==> src/rtl/pcgen_pkg.sv <==
// rtl/pcgen_pkg.sv - shared types and helpers for the fetch PC generator
package pcgen_pkg;

  typedef logic [1:0] ctr_t;

  localparam ctr_t SNT = 2'd0;
  localparam ctr_t WNT = 2'd1;
  localparam ctr_t WT  = 2'd2;
  localparam ctr_t ST  = 2'd3;

  // Branch kinds the execute stage resolves into upd_taken
  typedef enum logic [3:0] {
    JMP_NONE = 4'd0,
    JMP_BEQ  = 4'd1,
    JMP_BNE  = 4'd2,
    JMP_BLT  = 4'd3,
    JMP_BGE  = 4'd4,
    JMP_BLTU = 4'd5,
    JMP_BGEU = 4'd6,
    JMP_JAL  = 4'd7,
    JMP_JALR = 4'd8
  } jmp_t;

  function automatic logic jmp_resolve(jmp_t kind, logic eq, logic lt, logic ltu);
    case (kind)
      JMP_BEQ:            return eq;
      JMP_BNE:            return !eq;
      JMP_BLT:            return lt;
      JMP_BGE:            return !lt;
      JMP_BLTU:           return ltu;
      JMP_BGEU:           return !ltu;
      JMP_JAL, JMP_JALR:  return 1'b1;
      default:            return 1'b0;
    endcase
  endfunction

  function automatic ctr_t ctr_inc(ctr_t c);
    return (c == ST) ? ST : ctr_t'(c + 2'd1);
  endfunction

  function automatic ctr_t ctr_dec(ctr_t c);
    return (c == SNT) ? SNT : ctr_t'(c - 2'd1);
  endfunction

endpackage

==> src/rtl/pcgen_btb.sv <==
// rtl/pcgen_btb.sv - direct-mapped branch target buffer with 2-bit counters
module pcgen_btb
  import pcgen_pkg::*;
#(
  parameter int XLEN        = 32,
  parameter int BTB_ENTRIES = 16
) (
  input  logic            clk,
  input  logic            rstn,
  input  logic [XLEN-1:0] pc,
  input  logic [XLEN-1:0] pc_plus4,
  input  logic            upd_valid,
  input  logic [XLEN-1:0] upd_pc,
  input  logic            upd_taken,
  input  logic [XLEN-1:0] upd_target,
  output logic            pred_taken,
  output logic [XLEN-1:0] pred_target
);

  localparam int IDX   = $clog2(BTB_ENTRIES);
  localparam int TAG_W = XLEN - IDX - 2;

  typedef struct packed {
    logic             valid;
    logic [TAG_W-1:0] tag;
    logic [XLEN-3:0]  target;
    ctr_t             ctr;
  } btb_entry_t;

  btb_entry_t     mem [BTB_ENTRIES];
  logic [IDX-1:0] rd_idx;
  logic [IDX-1:0] wr_idx;
  btb_entry_t     rd_e;
  btb_entry_t     wr_e;
  logic           rd_hit;
  logic           wr_hit;
  logic           unused_lsbs;

  assign unused_lsbs = ^{pc[1:0], upd_pc[1:0], upd_target[1:0]};

  assign rd_idx = pc[IDX+1:2];
  assign rd_e   = mem[rd_idx];
  assign rd_hit = rd_e.valid && (rd_e.tag == pc[XLEN-1:IDX+2]);

  assign pred_taken  = rd_hit && rd_e.ctr[1];
  assign pred_target = pred_taken ? {rd_e.target, 2'b00} : pc_plus4;

  assign wr_idx = upd_pc[IDX+1:2];
  assign wr_e   = mem[wr_idx];
  assign wr_hit = wr_e.valid && (wr_e.tag == upd_pc[XLEN-1:IDX+2]);

  // A taken miss steals the slot outright; not-taken misses never allocate
  always_ff @(posedge clk or negedge rstn) begin
    if (!rstn) begin
      for (int i = 0; i < BTB_ENTRIES; i++) begin
        mem[i] <= '{valid: 1'b0, tag: '0, target: '0, ctr: WNT};
      end
    end else if (upd_valid) begin
      if (upd_taken) begin
        mem[wr_idx].target <= upd_target[XLEN-1:2];
        if (wr_hit) begin
          mem[wr_idx].ctr <= ctr_inc(wr_e.ctr);
        end else begin
          mem[wr_idx].valid <= 1'b1;
          mem[wr_idx].tag   <= upd_pc[XLEN-1:IDX+2];
          mem[wr_idx].ctr   <= WT;
        end
      end else if (wr_hit) begin
        mem[wr_idx].ctr <= ctr_dec(wr_e.ctr);
      end
    end
  end

endmodule

==> src/rtl/pc_gen.sv <==
// rtl/pc_gen.sv - fetch PC register and next-PC select; BTB built only with PCGEN_BTB_EN
module pc_gen
  import pcgen_pkg::*;
#(
  parameter int              XLEN        = 32,
  parameter logic [XLEN-1:0] RESET_PC    = '0,
  parameter int              BTB_ENTRIES = 16
) (
  input  logic            clk,
  input  logic            rstn,
  input  logic            stall,
  input  logic            redirect_valid,
  input  logic [XLEN-1:0] redirect_pc,
  input  logic            upd_valid,
  input  logic [XLEN-1:0] upd_pc,
  input  logic            upd_taken,
  input  logic [XLEN-1:0] upd_target,
  output logic [XLEN-1:0] pc,
  output logic [XLEN-1:0] pc_plus4,
  output logic            pred_taken,
  output logic [XLEN-1:0] pred_target
);

  logic [XLEN-1:0] next_pc;
  logic            unused_redirect_lsbs;

  assign unused_redirect_lsbs = ^redirect_pc[1:0];
  assign pc_plus4 = pc + XLEN'(4);

`ifdef PCGEN_BTB_EN
  pcgen_btb #(
    .XLEN        (XLEN),
    .BTB_ENTRIES (BTB_ENTRIES)
  ) u_btb (
    .clk         (clk),
    .rstn        (rstn),
    .pc          (pc),
    .pc_plus4    (pc_plus4),
    .upd_valid   (upd_valid),
    .upd_pc      (upd_pc),
    .upd_taken   (upd_taken),
    .upd_target  (upd_target),
    .pred_taken  (pred_taken),
    .pred_target (pred_target)
  );
`else
  logic unused_upd;

  assign unused_upd  = ^{upd_valid, upd_pc, upd_taken, upd_target};
  assign pred_taken  = 1'b0;
  assign pred_target = pc_plus4;
`endif

  // Redirect wins over stall so a flush is never lost behind back-pressure
  always_comb begin
    next_pc = pc_plus4;
    if (redirect_valid) begin
      next_pc = {redirect_pc[XLEN-1:2], 2'b00};
    end else if (stall) begin
      next_pc = pc;
    end else if (pred_taken) begin
      next_pc = pred_target;
    end
  end

  always_ff @(posedge clk or negedge rstn) begin
    if (!rstn) begin
      pc <= RESET_PC;
    end else begin
      pc <= next_pc;
    end
  end

endmodule

==> config.mk <==
export PLATFORM = sky130hd
export DESIGN_NAME = pc_gen
export DESIGN_NICKNAME = d
export VERILOG_FILES = /design/src/rtl/pcgen_pkg.sv /design/src/rtl/pcgen_btb.sv /design/src/rtl/pc_gen.sv
export SDC_FILE = /design/constraint.sdc
export NUM_CORES = 1
export LEC_CHECK = 0
export ABC_AREA = 1
export CELL_PAD_IN_SITES_DETAIL_PLACEMENT = 0
export CELL_PAD_IN_SITES_GLOBAL_PLACEMENT = 1
export CORE_ASPECT_RATIO = 0.7
export CORE_MARGIN = 4
export CORE_UTILIZATION = 24
export CTS_CLUSTER_SIZE = 10
export DETAILED_ROUTE_END_ITERATION = 10
export PLACE_DENSITY_LB_ADDON = 0.1
export SLEW_MARGIN = 20
export SYNTH_ARGS = -nofsm -noshare
export SYNTH_HDL_FRONTEND = slang
export SYNTH_SLANG_ARGS = --single-unit
==> constraint.sdc <==
create_clock -name clk -period 2.4 [get_ports clk]
set_input_delay 0.48 -clock clk [delete_from_list [all_inputs] [get_ports clk]]
set_output_delay 0.48 -clock clk [all_outputs]
set_load 0.05 [all_outputs]
==> results.cfg, run 1 <==
[status]
outcome = finished, final reports clean

[sta]
clock-skew-final_ps = 4.320
period_share_pct = 97.56
tightest_slew_ps = 532.7
holdWs_ps = 579.9
finalHoldViolCount = 0
drv_slew = 0
rsz0062_at_grt = yes
min_period_ps = 2341
setup_viol = 0
fmax_mhz = 427.1
max_slew_margin_pct = 64.37
worst_slack_ps = 58.55

[worst_setup_path]
rrSetupSlack_ps = 790
path_class = register to output port
crit_path_end_kind = output port
worst_setup_path_start_kind = register
reg2regPathDepth = 8
timing.rr.end = pc[12]$_DFFE_PN0N_
required_ps = 1920
cp.arrival_ps = 1860
reg2reg_from = pc[3]$_DFFE_PN0N_
path_max_fanout = 5

[global_route]
grt_max_degree = 31
grt_pass1_vias = 2665
grt_pass1_wl_um = 14550
grt_use_total_pct = 14.40
antenna_found_initial = 0
grt.overflow.total = 0

[synthesis]
ys_types = 25
synth_seq_cells = 30
synthMuxAreaShare_pct = 0
synthAdderAreaFrac_pct = 0.4748
syn_area_per_cell_um2 = 6.637
syn_inst = 397
synth_top_family_by_area = simple AND/OR/NAND/NOR gates
synth-simple-area-share_pct = 37.61
yosys_warnings = 0
synth_seq_area_share_pct = 28.49
synth_area_um2 = 2635
synth-compound-area-share_pct = 7.123
synth-xor-area-share_pct = 6.363

[placed_design]
port_buffers = 123
gp_congestion = 0.8374
dp_hpwl_um = 7510
place_inst = 637
place_ws_ps = 281.6

[power]
p_leak_nw = 2.153
netSwitchingPower_mw = 1.298
intPower_mw = 1.574
p_per_area_nw_per_um2 = 604.8
p_seq_share_pct = 22.7
pwr-share-comb_pct = 56.5
p_sw_share_pct = 45.19
power_frac_clock_pct = 20.8
finalPower_mw = 2.873
ir_worst_vdd_mv = 0.2615

[route]
firstDrtPassIters = 4
drt-initial-drc-count = 126
drt-total-wl_um = 9319
viasPerCell = 4.160
drtAntennaViolNets = 0
via_count = 2737
wl_per_cell_um = 14.16
drc_errors = 0

[layout]
seqCellArea_um2 = 775.7
largest_register_ffs = 30
nNetsFinal = 613
instances_no_fill = 658
syn2layout_area_growth_pct = 80.25
reg_top3 = pc (30)
drive_above_1_share_pct = 31.57
regMostFlops = pc
fill_cells = 1077
n_antenna_cell = 0
multi_input_area_um2 = 1603

[cts]
numCtsBuffers = 5
cts_tree = built
clkSinkCount = 30
htree_levels = 2
path_clk_slew_ps = 50
cts_root_buf = clkbuf_16
cts_buffer_depth = 2
clk_latency_ps = 270
holdBufCountCts = 0

[hold_path]
min_from = pc[3]$_DFFE_PN0N_
hold_path.class = register to register
hold_depth = 2
min_to = pc[3]$_DFFE_PN0N_

[floorplan]
dieArea_um2 = 12750
initial_utilization_pct = 25.07
die_h_um = 95.67
io_pins = 199
die_w_um = 133.2
fp-row-count = 31
core-area_um2 = 10510

[run]
drv_cap = 0
==> final cells by class <==
| cell class | instances | share of cell area [%] |
|---|---|---|
| Clock buffer | 7 | 2.792 |
| Multi-Input combinational cell | 272 | 33.75 |
| Timing Repair Buffer | 145 | 38.72 |
| Inverter | 56 | 4.505 |
| Tap cell | 148 | 3.899 |
| Sequential cell | 30 | 16.33 |
==> cell families after synthesis <==
family / Yosys count
flip-flops: 30
other: 1
AND/OR/NAND/NOR: 222
AO/OA/AOI/OAI: 28
adder cells (fa/ha/maj): 1
buffers and inverters: 101
XOR/XNOR: 14
==> power groups by stage <==
stage / logic [mW] / clock network [mW] / registers [mW]
after global placement: 1.58 / 0 / 0.669
final: 1.62 / 0.599 / 0.651
after global routing: 1.70 / 0.638 / 0.664
after CTS: 1.59 / 0.612 / 0.664
after detailed placement: 1.58 / 0 / 0.670
after floorplan: 0.816 / 0 / 0.843
==> worst max path at each step <==
stage	end	cells past startpoint	slack (ps)	start
floorplan	pred_target[11]	6	-90	pc[2]$_DFFE_PN0N_
global placement	pred_target[12]	7	280	pc[2]$_DFFE_PN0N_
detailed placement	pred_target[12]	7	280	pc[2]$_DFFE_PN0N_
CTS	pred_target[21]	7	7	pc[15]$_DFFE_PN0N_
global route	pred_target[12]	7	-40	pc[3]$_DFFE_PN0N_
finish	pred_target[12]	7	60	pc[3]$_DFFE_PN0N_
==> layout by cell type (no fill, tap or decap), types with 3 or more instances in the layout <==
cell type,instances
xor2_1,5
clkdlybuf4s50_1,65
clkbuf_16,5
xor2_4,8
inv_1,52
o211ai_1,4
o21ai_0,14
conb_1,7
and2_1,3
nand3_1,17
buf_12,47
nand2_1,135
dfrtp_2,20
nor2_2,7
nor2_4,10
dfrtp_1,10
nor2_1,23
buf_4,33
nand2_4,9
inv_2,3
a22o_1,8
nand2_2,13
==> synthesized netlist by cell type <==
master	number	area share (%)
a22o_1	8	2.7
and2_1	4	0.95
buf_2	3	0.57
buf_4	37	11
clkbuf_1	5	0.71
conb_1	1	0.14
dfrtp_1	30	28
ha_1	1	0.47
inv_1	55	7.8
inv_2	1	0.14
nand2_1	149	21
nand2_2	6	1.4
nand2_4	2	0.85
nand3_1	19	3.6
nand4_1	1	0.24
nor2_1	28	4.0
nor2_2	3	0.71
nor2_4	9	3.8
nor2_8	1	0.76
o211ai_1	4	1.1
o21ai_0	14	2.7
o221ai_1	2	0.66
xnor2_1	1	0.33
xor2_1	7	2.3
xor2_2	6	3.7
==> layer usage <==
layer	wire, um	track usage [%]	up-vias
met3	459	2.743	2
met4	47	2.825	0
li1	-	-	1383
met5	0	0	-
met2	3923	21.28	90
met1	4889	21.74	1262
==> per-stage QoR <==
step           cell area [um^2]  TNS (ps)  util (%)
6_report                   4750         0     45.19
3_5_place_dp               4446         0     42.29
4_1_cts                    4591         0     43.67
3_3_place_gp               4446         0     42.29
5_1_grt                    4750    -114.2     45.19
2_1_floorplan              2897    -288.2         -
==> worst max-delay path, cell delays in order (launching register included) <==
cell	delay, ps
dfrtp_2	410
ha_4	170
nand2_4	60
nor2_4	150
nand2_4	120
nor2_4	250
xor2_4	260
buf_12	170
==> what timing repair did <==
action,4_1_cts,5_1_grt
pin swaps,2,9
setup endpoints to repair,4,26
resized for setup,2,12
setup buffers,0,14
(Power assumes the default switching activity.)
==> inputs of run 2 (changes only) <==
Settings changed: PLACE_DENSITY set to 0.85, PLACE_DENSITY_LB_ADDON 0.1 to not set, SKIP_CTS_REPAIR_TIMING set to 1.
==> run 2 against run 1 <==
Net effect:
- combinational power is essentially flat
- clock-buffer cell count unchanged
- first-iteration DRC count grew 10%
- worst hold slack got worse by 6.3 ps
- die area unchanged
- non-clock buffer count shrank 1
- maximum frequency about the same
- critical endpoint is now pc_plus4[12]
- largest cell class unchanged
==> results.cfg, run 2 (synthesized netlist as in run 1, its figures left out) <==
[floorplan]
initial_utilization_pct = 25.07
fp-row-count = 31
io_pins = 199
die_w_um = 133.2
dieArea_um2 = 12750
core-area_um2 = 10510
die_h_um = 95.67

[worst_setup_path]
crit_path_end_kind = output port
worst_setup_path_start_kind = register
critical_path.max_stage_delay_ps = 430
path_max_fanout = 4
required_ps = 1920
path_class = register to output port
reg2reg_from = pc[2]$_DFFE_PN0N_
cp_slowest_cell = dfrtp_2
crit_start = pc[2]$_DFFE_PN0N_
crit_chain = ha_4, nand2_4, nor2_4, nand2_4, nor2_4, xor2_4, buf_12
reg2regPathDepth = 11
cp.arrival_ps = 1860

[layout]
mostFrequentLayoutCells = 135 x nand2_1, 65 x clkdlybuf4s50_1, 52 x inv_1, 48 x buf_12, 31 x buf_4
largest_register_ffs = 30
final_common_cell = nand2_1
seqCellArea_um2 = 774.5
n_antenna_cell = 0
nNetsFinal = 612
syn2layout_area_growth_pct = 81.05
regMostFlops = pc
reg_top3 = pc (30)
fill_cells = 1044
final_area_um2 = 4771
multi_input_area_um2 = 1605
utilization_pct = 45.39
drive_above_1_share_pct = 31.57

[hold_path]
min_from = pc[3]$_DFFE_PN0N_
hold_depth = 2
hold_path.class = register to register

[sta]
min_period_ps = 2342
worst_slack_ps = 57.91
tightest_slew_ps = 547.8
clock-skew-final_ps = 9.108
drv_slew = 0
period_share_pct = 97.59
rsz0062_at_grt = yes
setup_viol = 0
max_slew_margin_pct = 63.37
finalHoldViolCount = 0
fmax_mhz = 427.0

[cts]
numCtsBuffers = 5
clkSinkCount = 30
htree_levels = 2
clk_latency_ps = 270
cts_buffer_depth = 2
path_clk_slew_ps = 50
cts_tree = built
cts_root_buf = clkbuf_16

[global_route]
antenna_found_initial = 0
grt_busiest_layer = met2
grt_pass1_wl_um = 14740
grt_use_total_pct = 14.62
grt.overflow.total = 0
met1_usage_pct = 19.37
grt_use_met3_pct = 4.430
grt_max_degree = 31
grt_pass1_vias = 2736
use_met2_pct = 24.49

[route]
drtAntennaViolNets = 0
wl_per_cell_um = 13.94
via_count = 2731
firstDrtPassIters = 4
viasPerCell = 4.150
drt-initial-drc-count = 139
drc_errors = 0
drt-total-wl_um = 9175

[placed_design]
dpl-instance-area_um2 = 4431
port_buffers = 123
dp_hpwl_um = 7374
gp_congestion = 0.8676
place_ws_ps = 247.6

[power]
p_per_area_nw_per_um2 = 609.2
finalPower_mw = 2.907
p_leak_nw = 2.161
ir_worst_vdd_mv = 0.2535

[run]
drv_cap = 0

[status]
outcome = finished, final reports clean
==> run 2: layout make-up <==
| type | count | area share (%) |
|---|---|---|
| Timing Repair Buffer | 144 | 38.66 |
| Inverter | 56 | 4.485 |
| Sequential cell | 30 | 16.23 |
| Multi-Input combinational cell | 272 | 33.65 |
| Tap cell | 148 | 3.881 |
| Clock buffer | 7 | 2.990 |
| Clock inverter | 1 | 0.1049 |
==> run 2: critical path: cells and delay by family, from the launching register on <==
| family | cells | cell delay [ps] |
|---|---|---|
| xor gates and xnor gates | 1 | 260 |
| adders and majority gates | 1 | 180 |
| buffers and inverters | 1 | 170 |
| DFF | 1 | 430 |
| and+or+nand+nor | 4 | 550 |
==> run 2: final timing paths <==
check	to	slack (ps)
setup / recovery	pc_plus4[12]	60
hold / removal	pc[3]$_DFFE_PN0N_	570
setup reg to reg	pc[20]$_DFFE_PN0N_	650
hold reg to reg	pc[3]$_DFFE_PN0N_	570
max in group asynchronous	pc[20]$_DFFE_PN0N_	1450
min in group asynchronous	pc[13]$_DFFE_PN0N_	620
==> run 2: where the power goes <==
part	switching, mW	leakage (nW)	internal, mW
clock	0.224	0.0739	0.411
sequential	0.0887	0.344	0.567
combinational	0.990	1.74	0.626
total	1.30	2.16	1.60
==> run 2: metal layers <==
metal | up-vias | share of wire [%] | wire, um
met1 | 1266 | 47 | 4344
met2 | 79 | 45 | 4173
met3 | 2 | 7.0 | 638
met4 | 0 | 0.20 | 18
met5 | - | 0 | 0
li1 | 1384 | - | -
==> run 2: through the flow <==
step / setup TNS [ps] / std cells / hold WS (ps)
CTS: -187.3 / 643 / 549.7
global route: -111.4 / 658 / 596.4
finish: 0 / 658 / 573.6
floorplan: -288.2 / 403 / 184.4
global placement: 0 / 635 / 531.5
detailed placement: 0 / 635 / 538.0
